--- src/rtl/markov_first_build.sv ---
// Builds a first-order transition list {prev, next, count} from a note sequence in RAM.
// Addresses are presented combinationally so that synchronous RAM data is ready the next cycle.
module markov_first_build #(
  parameter int NOTE_W  = 8,
  parameter int CNT_W   = 8,
  parameter int SEQ_AW  = 8,
  parameter int LIST_AW = 6,
  parameter int MAX_ENT = 64
) (
  input  logic                       clk,
  input  logic                       reset,
  input  logic                       start,
  input  logic [SEQ_AW:0]            seq_len,
  output logic [SEQ_AW-1:0]          seq_addr,
  input  logic [NOTE_W-1:0]          seq_data,
  output logic [LIST_AW-1:0]         list_addr,
  input  logic [2*NOTE_W+CNT_W-1:0]  list_rdata,
  output logic                       list_we,
  output logic [2*NOTE_W+CNT_W-1:0]  list_wdata,
  output logic [LIST_AW:0]           list_len,
  output logic                       overflow,
  output logic                       saturated,
  output logic                       busy,
  output logic                       done
);

  localparam logic [CNT_W-1:0]   CNT_MAX = '1;
  localparam logic [LIST_AW:0]   LEN_CAP = (LIST_AW+1)'(MAX_ENT);
  localparam logic [SEQ_AW:0]    MIN_LEN = (SEQ_AW+1)'(2);

  typedef enum logic [2:0] {
    IDLE, RD_FIRST, RD_NEXT, SEARCH_CMP, INCREMENT, APPEND, ADVANCE, FINISH
  } state_t;

  state_t              state_q, state_d;
  logic [SEQ_AW:0]     len_q, len_d;
  logic [SEQ_AW:0]     i_q, i_d;
  logic [LIST_AW-1:0]  j_q, j_d;
  logic [NOTE_W-1:0]   prev_q, prev_d;
  logic [NOTE_W-1:0]   nxt_q, nxt_d;
  logic [CNT_W-1:0]    cnt_q, cnt_d;
  logic [LIST_AW:0]    list_len_q, list_len_d;
  logic                overflow_q, overflow_d;
  logic                saturated_q, saturated_d;
  logic [SEQ_AW-1:0]   seq_addr_q, seq_addr_d;
  logic [LIST_AW-1:0]  list_addr_q, list_addr_d;

  logic [CNT_W-1:0]    inc_cnt;
  logic                list_full;
  logic [SEQ_AW:0]     i_next;
  logic [LIST_AW:0]    j_next;

  assign inc_cnt   = (cnt_q == CNT_MAX) ? cnt_q : cnt_q + 1'b1;
  assign list_full = (list_len_q >= LEN_CAP);
  assign i_next    = i_q + 1'b1;
  assign j_next    = {1'b0, j_q} + 1'b1;

  always_ff @(posedge clk) begin
    if (!reset) begin
      state_q     <= IDLE;
      len_q       <= '0;
      i_q         <= '0;
      j_q         <= '0;
      prev_q      <= '0;
      nxt_q       <= '0;
      cnt_q       <= '0;
      list_len_q  <= '0;
      overflow_q  <= 1'b0;
      saturated_q <= 1'b0;
      seq_addr_q  <= '0;
      list_addr_q <= '0;
    end else begin
      state_q     <= state_d;
      len_q       <= len_d;
      i_q         <= i_d;
      j_q         <= j_d;
      prev_q      <= prev_d;
      nxt_q       <= nxt_d;
      cnt_q       <= cnt_d;
      list_len_q  <= list_len_d;
      overflow_q  <= overflow_d;
      saturated_q <= saturated_d;
      seq_addr_q  <= seq_addr_d;
      list_addr_q <= list_addr_d;
    end
  end

  always_comb begin
    state_d     = state_q;
    len_d       = len_q;
    i_d         = i_q;
    j_d         = j_q;
    prev_d      = prev_q;
    nxt_d       = nxt_q;
    cnt_d       = cnt_q;
    list_len_d  = list_len_q;
    overflow_d  = overflow_q;
    saturated_d = saturated_q;
    seq_addr_d  = seq_addr_q;
    list_addr_d = list_addr_q;
    case (state_q)
      IDLE: if (start) begin
        len_d       = seq_len;
        list_len_d  = '0;
        overflow_d  = 1'b0;
        saturated_d = 1'b0;
        i_d         = '0;
        if (seq_len < MIN_LEN) begin
          state_d = FINISH;
        end else begin
          seq_addr_d = '0;
          state_d    = RD_FIRST;
        end
      end
      RD_FIRST: begin
        prev_d     = seq_data;
        i_d        = (SEQ_AW+1)'(1);
        seq_addr_d = SEQ_AW'(1);
        state_d    = RD_NEXT;
      end
      RD_NEXT: begin
        nxt_d = seq_data;
        j_d   = '0;
        if (list_len_q == '0) begin
          state_d = APPEND;
        end else begin
          list_addr_d = '0;
          state_d     = SEARCH_CMP;
        end
      end
      SEARCH_CMP: begin
        if (list_rdata[2*NOTE_W+CNT_W-1:CNT_W] == {prev_q, nxt_q}) begin
          cnt_d   = list_rdata[CNT_W-1:0];
          state_d = INCREMENT;
        end else if (j_next < list_len_q) begin
          j_d         = j_next[LIST_AW-1:0];
          list_addr_d = j_next[LIST_AW-1:0];
        end else begin
          state_d = APPEND;
        end
      end
      INCREMENT: begin
        list_addr_d = j_q;
        if (inc_cnt == CNT_MAX) saturated_d = 1'b1;
        state_d = ADVANCE;
      end
      APPEND: begin
        // A full list keeps counting known pairs but drops new ones
        if (!list_full) begin
          list_addr_d = list_len_q[LIST_AW-1:0];
          list_len_d  = list_len_q + 1'b1;
        end else begin
          overflow_d = 1'b1;
        end
        state_d = ADVANCE;
      end
      ADVANCE: begin
        prev_d = nxt_q;
        i_d    = i_next;
        if (i_next == len_q) begin
          state_d = FINISH;
        end else begin
          seq_addr_d = i_next[SEQ_AW-1:0];
          state_d    = RD_NEXT;
        end
      end
      FINISH:  state_d = IDLE;
      default: state_d = IDLE;
    endcase
  end

  always_comb begin
    list_we    = 1'b0;
    list_wdata = '0;
    busy       = (state_q != IDLE);
    done       = (state_q == FINISH);
    if (state_q == INCREMENT) begin
      list_we    = 1'b1;
      list_wdata = {prev_q, nxt_q, inc_cnt};
    end else if (state_q == APPEND && !list_full) begin
      list_we    = 1'b1;
      list_wdata = {prev_q, nxt_q, CNT_W'(1)};
    end
  end

  assign seq_addr  = seq_addr_d;
  assign list_addr = list_addr_d;
  assign list_len  = list_len_q;
  assign overflow  = overflow_q;
  assign saturated = saturated_q;

endmodule

--- config.mk ---
export PLATFORM = sky130hd
export DESIGN_NAME = markov_first_build
export DESIGN_NICKNAME = d
export VERILOG_FILES = /design/src/rtl/markov_first_build.sv
export SDC_FILE = /design/constraint.sdc
export NUM_CORES = 1
export LEC_CHECK = 0
export BUFFER_PORTS_ARGS = -buffer_cell sky130_fd_sc_hd__buf_2
export CAP_MARGIN = 40
export CORE_MARGIN = 8
export CORE_UTILIZATION = 50
export CTS_CLUSTER_SIZE = 16
export DETAILED_ROUTE_END_ITERATION = 7
export PLACE_DENSITY = 0.75
export RECOVER_POWER = 50
export SLEW_MARGIN = 0
export SYNTH_ARGS = -nofsm -noshare
export SYNTH_HDL_FRONTEND = slang
export SYNTH_SLANG_ARGS = --single-unit
--- constraint.sdc ---
create_clock -name clk -period 3.04 [get_ports clk]
set_input_delay 0.304 -clock clk [delete_from_list [all_inputs] [get_ports clk]]
set_output_delay 0.304 -clock clk [all_outputs]
set_load 0.03 [all_outputs]
Word-level counts from Yosys, hierarchy flattened. Index checks and enable logic that the tools add are counted.

Input bits: 44. Flip-flop bits (word level): 74.

Multiplexer cells: 35. Magnitude comparators: 3. Equal/unequal tests: 18. Reduce and logical (&&, ||, !) cells: 19. $add $sub $neg: 4.

Operator list (number): $mux 24 (2); $mux 6 (6); $mux 8 (4); $pmux 9 s3 (1); $pmux 6 s4 (1); $pmux 8 s3 (1); $pmux 3 s7 (1); $mux 3 (6); $eq 16x16->1 (1); $eq 8x8->1 const B (2); $pmux 8 s2 (1); $mux 7 (2); $pmux 7 s2 (1); $eq 3x3->1 const B (4); $ne 2x2->1 const B (6); $pmux 6 s2 (1); $reduce_and 3->1 (4); $add 9x1->9 const B (1); $eq 9x9->1 (1); $lt 9x2->1 const B (1); $mux 9 (1); $add 8x1->8 const B (1); $reduce_and 2->1 (4); $reduce_bool 2->1 (4); other kinds (15) (22).

Logic depth before layout (Yosys ltp).
Depth after elaboration: 5. Gate-level depth with buffers: 10.

Worst setup path before layout. No wires, ideal clock.

Path kind: reg2out. From: register j_q[0]. To: output list_addr[2]. Cell stages (with the launch flop): 11. Slack: -0.126 ns. Arrival time: 2.862 ns. Required time: 2.736 ns. Path buffers: 1. Cells stage by stage: dfxtp_1 -> ha_1 -> and3_1 -> and3_1 -> ha_1 -> o2111ai_1 -> a21o_1 -> and3_1 -> or3_1 -> buf_2 -> o21ai_0.

Word-level cells in the longest chain between the ends: 5.

RTL lines: from (decl) (RTL line 38) `logic [LIST_AW-1:0] j_q, j_d;`; from (signal assigned) (RTL line 76) `j_q <= j_d;`; $add 6x1->7 (*) (RTL line 56) `assign j_next = {1'b0, j_q} + 1'b1;`; $lt 7x7->1 (RTL line 135) `end else if (j_next < list_len_q) begin`; $mux 6 (*) (RTL line 135); $mux 6 (*) (RTL line 132) `if (list_rdata[2*NOTE_W+CNT_W-1:CNT_W] == {prev_q, nxt_q}) begin`; $pmux 6 s4 (*) (RTL line 101) `case (state_q)`; to (decl) (RTL line 16) `output logic [LIST_AW-1:0] list_addr,`.

Every way passes the cells marked *; elsewhere a longest branch is shown, timed or not.

Worst setup path after layout.
From: register j_q[4]. To: output list_addr[4].

Word-level cells in the longest chain between the ends: 5.

RTL lines (RTL line): $add 6x1->7 (56); $lt 7x7->1 (135); $mux 6 (135); $mux 6 (132); $pmux 6 s4 (*) (101).

Marks and branches as above.

==> flow_summary.rst <==
.. list-table::
   :header-rows: 1

   * - Metric
     - Value
   * - Status
     - finished, violations left
   * - Violated checks
     - setup timing
   * - Logic depth of the worst register-to-register path
     - 12
   * - Floorplan core area
     - slightly above 9000 um^2
   * - Most used DFF post-synth
     - sky130_fd_sc_hd__dfxtp_1
   * - Clock latency on the worst-skew pair
     - approximately 0.35 ns
   * - Post-detailed-route count of antenna-violating nets
     - 0
   * - Sequential element share of the synthesized area
     - 31.7%
   * - Met3 layer wire length in the routed design
     - about 1100 um
   * - Post-route DRC
     - 0
   * - Total number of vias
     - about 5,000
   * - Leading post-synthesis cells by instance count
     - sky130_fd_sc_hd__nand2_1 (81), sky130_fd_sc_hd__dfxtp_1 (74), sky130_fd_sc_hd__nor2_1 (55)
   * - Hold violation count in the final report
     - 0
   * - Die outline width
     - 113 um
   * - Final clock skew
     - ~0.0092 ns
   * - Post-synthesis instance area
     - roughly 4700 um^2
   * - Count of TritonRoute iterations in the first routing pass
     - 5
   * - Ys Warns
     - 0
   * - Wire length of the first global-routing pass
     - about 23,000 um
   * - Share of the clock period used by the worst path
     - 102%
   * - Overall routing resource usage
     - about 22%
   * - Ys async rst share
     - 0%
   * - Clock tree from TritonCTS
     - done
   * - Net count after synthesis
     - between 600 and 700
   * - Most area-hungry cell type in the Yosys netlist
     - sky130_fd_sc_hd__dfxtp_1
   * - Category of the critical setup timing path
     - flop to output port
   * - Total number of placement rows
     - 35
   * - Worst path cell trace
     - and3_4 > nand3_4 > xnor2_4 > ha_4 > buf_6 > o2111ai_2 > a21o_1 > and3_4 > buf_6 > a222oi_1 > o21ai_1 > buf_4
   * - Via-to-Cell Ratio
     - about 5.9
   * - Min setup slack post-route
     - -0.0653 ns
   * - Vias in the first global route
     - 4,730
   * - Die height
     - between 100 and 150 um
   * - Number of DRC markers in iteration 0
     - around 310
   * - Transition time of the tightest slew-check pin
     - 0.863 ns
   * - Setup repair after global routing missed its margin
     - true
   * - Power Dens Cells
     - 657 nW/um^2
   * - Post-Synthesis Mean Instance Area
     - between 7 and 8 um^2
   * - Worst path required time
     - 2.74 ns
   * - Leak pwr
     - between 2 and 2.5 nW
   * - Endpoint of the lowest-slack register-to-register path
     - list_addr_q[0]
   * - Max_slew headroom
     - a little over two fifths
   * - CTS HTree Levels
     - 3
   * - Initial Util
     - 51.1%
   * - Final critical-path required period
     - ~3.1 ns
   * - Worst-case vdd ir drop
     - between 0.3 and 0.4 mV
   * - Buffers plus inverters on the worst setup path
     - 3
   * - Total of flip-flops plus latches after synthesis
     - 74
   * - Arr. time, crit path
     - approximately 2.8 ns
   * - GP Congestion
     - 0.919
   * - Number of cells produced by synthesis
     - a little under 600
   * - Kind of path behind the tightest hold check
     - primary input to flop
   * - Type of element capturing the critical path
     - output port
   * - Final-report max-slew violation count
     - 0
   * - Kind of start point of the critical path
     - flop
   * - Highest achievable clock rate
     - around 320 MHz
   * - Setup violations, final
     - 4
   * - Antenna diodes
     - 0
   * - Delay of the slowest critical-path stage
     - around 0.43 ns
   * - Fraction of layout cells with a size suffix above 1
     - 29.3%
   * - Largest net degree at the start of global routing
     - 33
   * - Source of the worst hold timing path
     - list_rdata[1]
   * - Critical-path maximum fanout
     - 6
   * - Count of cell instances traversed by the critical path
     - 12
   * - Largest buffer count on any clock path
     - 2
   * - Remaining global-route overflow
     - 0
   * - Gate family responsible for the most delay along the worst path
     - compound AO/OA/AOI/OAI gates
   * - Total Power
     - a little under 4 mW
   * - Number of top-level pins
     - 94
   * - Count of maximum capacitance violations
     - 0
   * - Most instantiated library cell after synthesis
     - sky130_fd_sc_hd__nand2_1
   * - Wire per inst
     - around 17 um
   * - Top-area cell type share of the netlist area
     - a little under a third
   * - Slack of the worst reg-to-reg path
     - between 0.5 and 0.6 ns
   * - Die Outline Area
     - approximately 13,000 um^2
   * - Wire length on met1
     - 6210 um
   * - DP Wirelength
     - ~10,000 um
   * - Post-layout instance count excluding filler cells
     - around 800
   * - Total wirelength of the detailed-routed design
     - roughly 14,000 um
   * - Slowest stage cell on the critical path
     - sky130_fd_sc_hd__a222oi_1
   * - Sum of met2 wire segment lengths after detailed routing
     - roughly 6600 um
   * - Clock tree root driver cell
     - sky130_fd_sc_hd__clkbuf_8
   * - Utilization after layout
     - 65.1%
   * - Critical Path Source
     - j_q[4]
   * - Cell count after placement
     - about 790
   * - Highest Signal Layer
     - met4
   * - I/O Buffers
     - between 90 and 100
   * - Layout Nets
     - between 700 and 800
   * - Clock sinks
     - between 70 and 80
   * - Setup tns final
     - -0.141 ns
   * - Hold buffer count at CTS
     - 0
   * - Antenna violations before repair
     - 0
   * - CTS buffer count
     - 9
   * - Number of flops mapped to enable cells by yosys
     - 0
   * - Clock Pin Slew Worst Setup and Hold Paths
     - 0.07 ns
   * - Number of library cell types mapped by synthesis
     - 71
   * - Synthesis-to-finish area growth
     - 27.2%
   * - Worst Setup EP
     - list_addr[4]
   * - Origin of the critical flop-to-flop path
     - j_q[4]
   * - Top cells by area, synth
     - sky130_fd_sc_hd__dfxtp_1 (32%), sky130_fd_sc_hd__nand2_1 (6.5%), sky130_fd_sc_hd__a21oi_1 (4.9%), sky130_fd_sc_hd__nor2_1 (4.4%), sky130_fd_sc_hd__mux2i_1 (4.3%)
[final cells by class]
type	instances	area, um^2
clock buffers	13	139
fillers	799	3200
multi-input cells	452	3150
well taps	111	139
repair buffers	143	881
clock inverters	3	40.0
flip-flops and latches	74	1510
inverters	26	97.6
[per-stage QoR]
stage          instance area (um^2)  setup WS, ns  hold WS, ns
5_1_grt                        5950        -0.158        0.181
3_3_place_gp                   5360        0.0341        0.443
4_1_cts                        5750       -0.0550        0.179
6_report                       5950       -0.0653        0.198
3_5_place_dp                   5360        0.0366        0.445
2_1_floorplan                  4680        -0.126        0.439
[worst min path at each step]
stage	slack, ns	end	depth (start not counted)
after floorplan	0.44	seq_addr_q[2]	2
after global placement	0.44	saturated	2
after detailed placement	0.45	saturated	2
after CTS	0.18	cnt_q[1]	3
after global routing	0.18	nxt_q[7]	3
final	0.20	cnt_q[1]	3
[per-layer routing]
metal,GRT usage [%],vias to the layer above
li1,-,2329
met1,27.8,2315
met2,35.0,203
met3,5.11,18
met4,8.18,0
met5,0,-
[flip-flops by register name, summed over array words and instances (netlist names)]
signal / cells
state_q: 3
len_q: 9
i_q: 9
prev_q: 8
list_addr_q: 6
list_len: 7
nxt_q: 8
seq_addr_q: 8
j_q: 6
overflow: 1
saturated: 1
cnt_q: 8
[worst reg2reg max path: stages, from the launching register on]
cell and delay (ns):
sky130_fd_sc_hd__dfxtp_2 0.34, sky130_fd_sc_hd__and3_4 0.20, sky130_fd_sc_hd__nand3_4 0.08, sky130_fd_sc_hd__xnor2_4 0.15, sky130_fd_sc_hd__ha_4 0.28, sky130_fd_sc_hd__buf_6 0.09
sky130_fd_sc_hd__o2111ai_2 0.11, sky130_fd_sc_hd__a21o_1 0.18, sky130_fd_sc_hd__and3_4 0.17, sky130_fd_sc_hd__or3_4 0.39, sky130_fd_sc_hd__buf_6 0.14, sky130_fd_sc_hd__buf_4 0.13
sky130_fd_sc_hd__o22ai_1 0.16
[cells in the final DEF (no fill, tap or decap), types with 19 or more instances in the layout]
cell and n:
sky130_fd_sc_hd__dfxtp_1 63, sky130_fd_sc_hd__xor2_1 19, sky130_fd_sc_hd__mux2i_1 20, sky130_fd_sc_hd__nor2_1 55
sky130_fd_sc_hd__a21oi_1 46, sky130_fd_sc_hd__buf_4 45, sky130_fd_sc_hd__buf_2 74, sky130_fd_sc_hd__nand2_1 81
sky130_fd_sc_hd__inv_1 25
[logic make-up after synthesis]
logic type	count (synthesis)	synth area share (%)
multiplexers	20	4.28
AO/OA/AOI/OAI	143	21.3
adder cells (fa/ha/maj)	11	2.94
XOR/XNOR	39	8.69
AND/OR/NAND/NOR	239	24.7
flip-flops	74	31.7
buffers and inverters	61	6.42
[timing repair]
| item | 4_1_cts | 5_1_grt |
|---|---|---|
| setup endpoints to repair | 13 | 14 |
| pin swaps | 11 | 15 |
| buffers inserted | 8 | 5 |
| gates resized for setup | 43 | 44 |
[report_power, final]
| group | switching (mW) | leakage, nW | total, mW | internal [mW] |
|---|---|---|---|---|
| Sequential | 0.155 | 0.607 | 1.26 | 1.10 |
| Combinational | 1.20 | 1.64 | 1.93 | 0.730 |
| Clock | 0.347 | 0.0914 | 0.726 | 0.378 |
(Power assumes the default switching activity.)
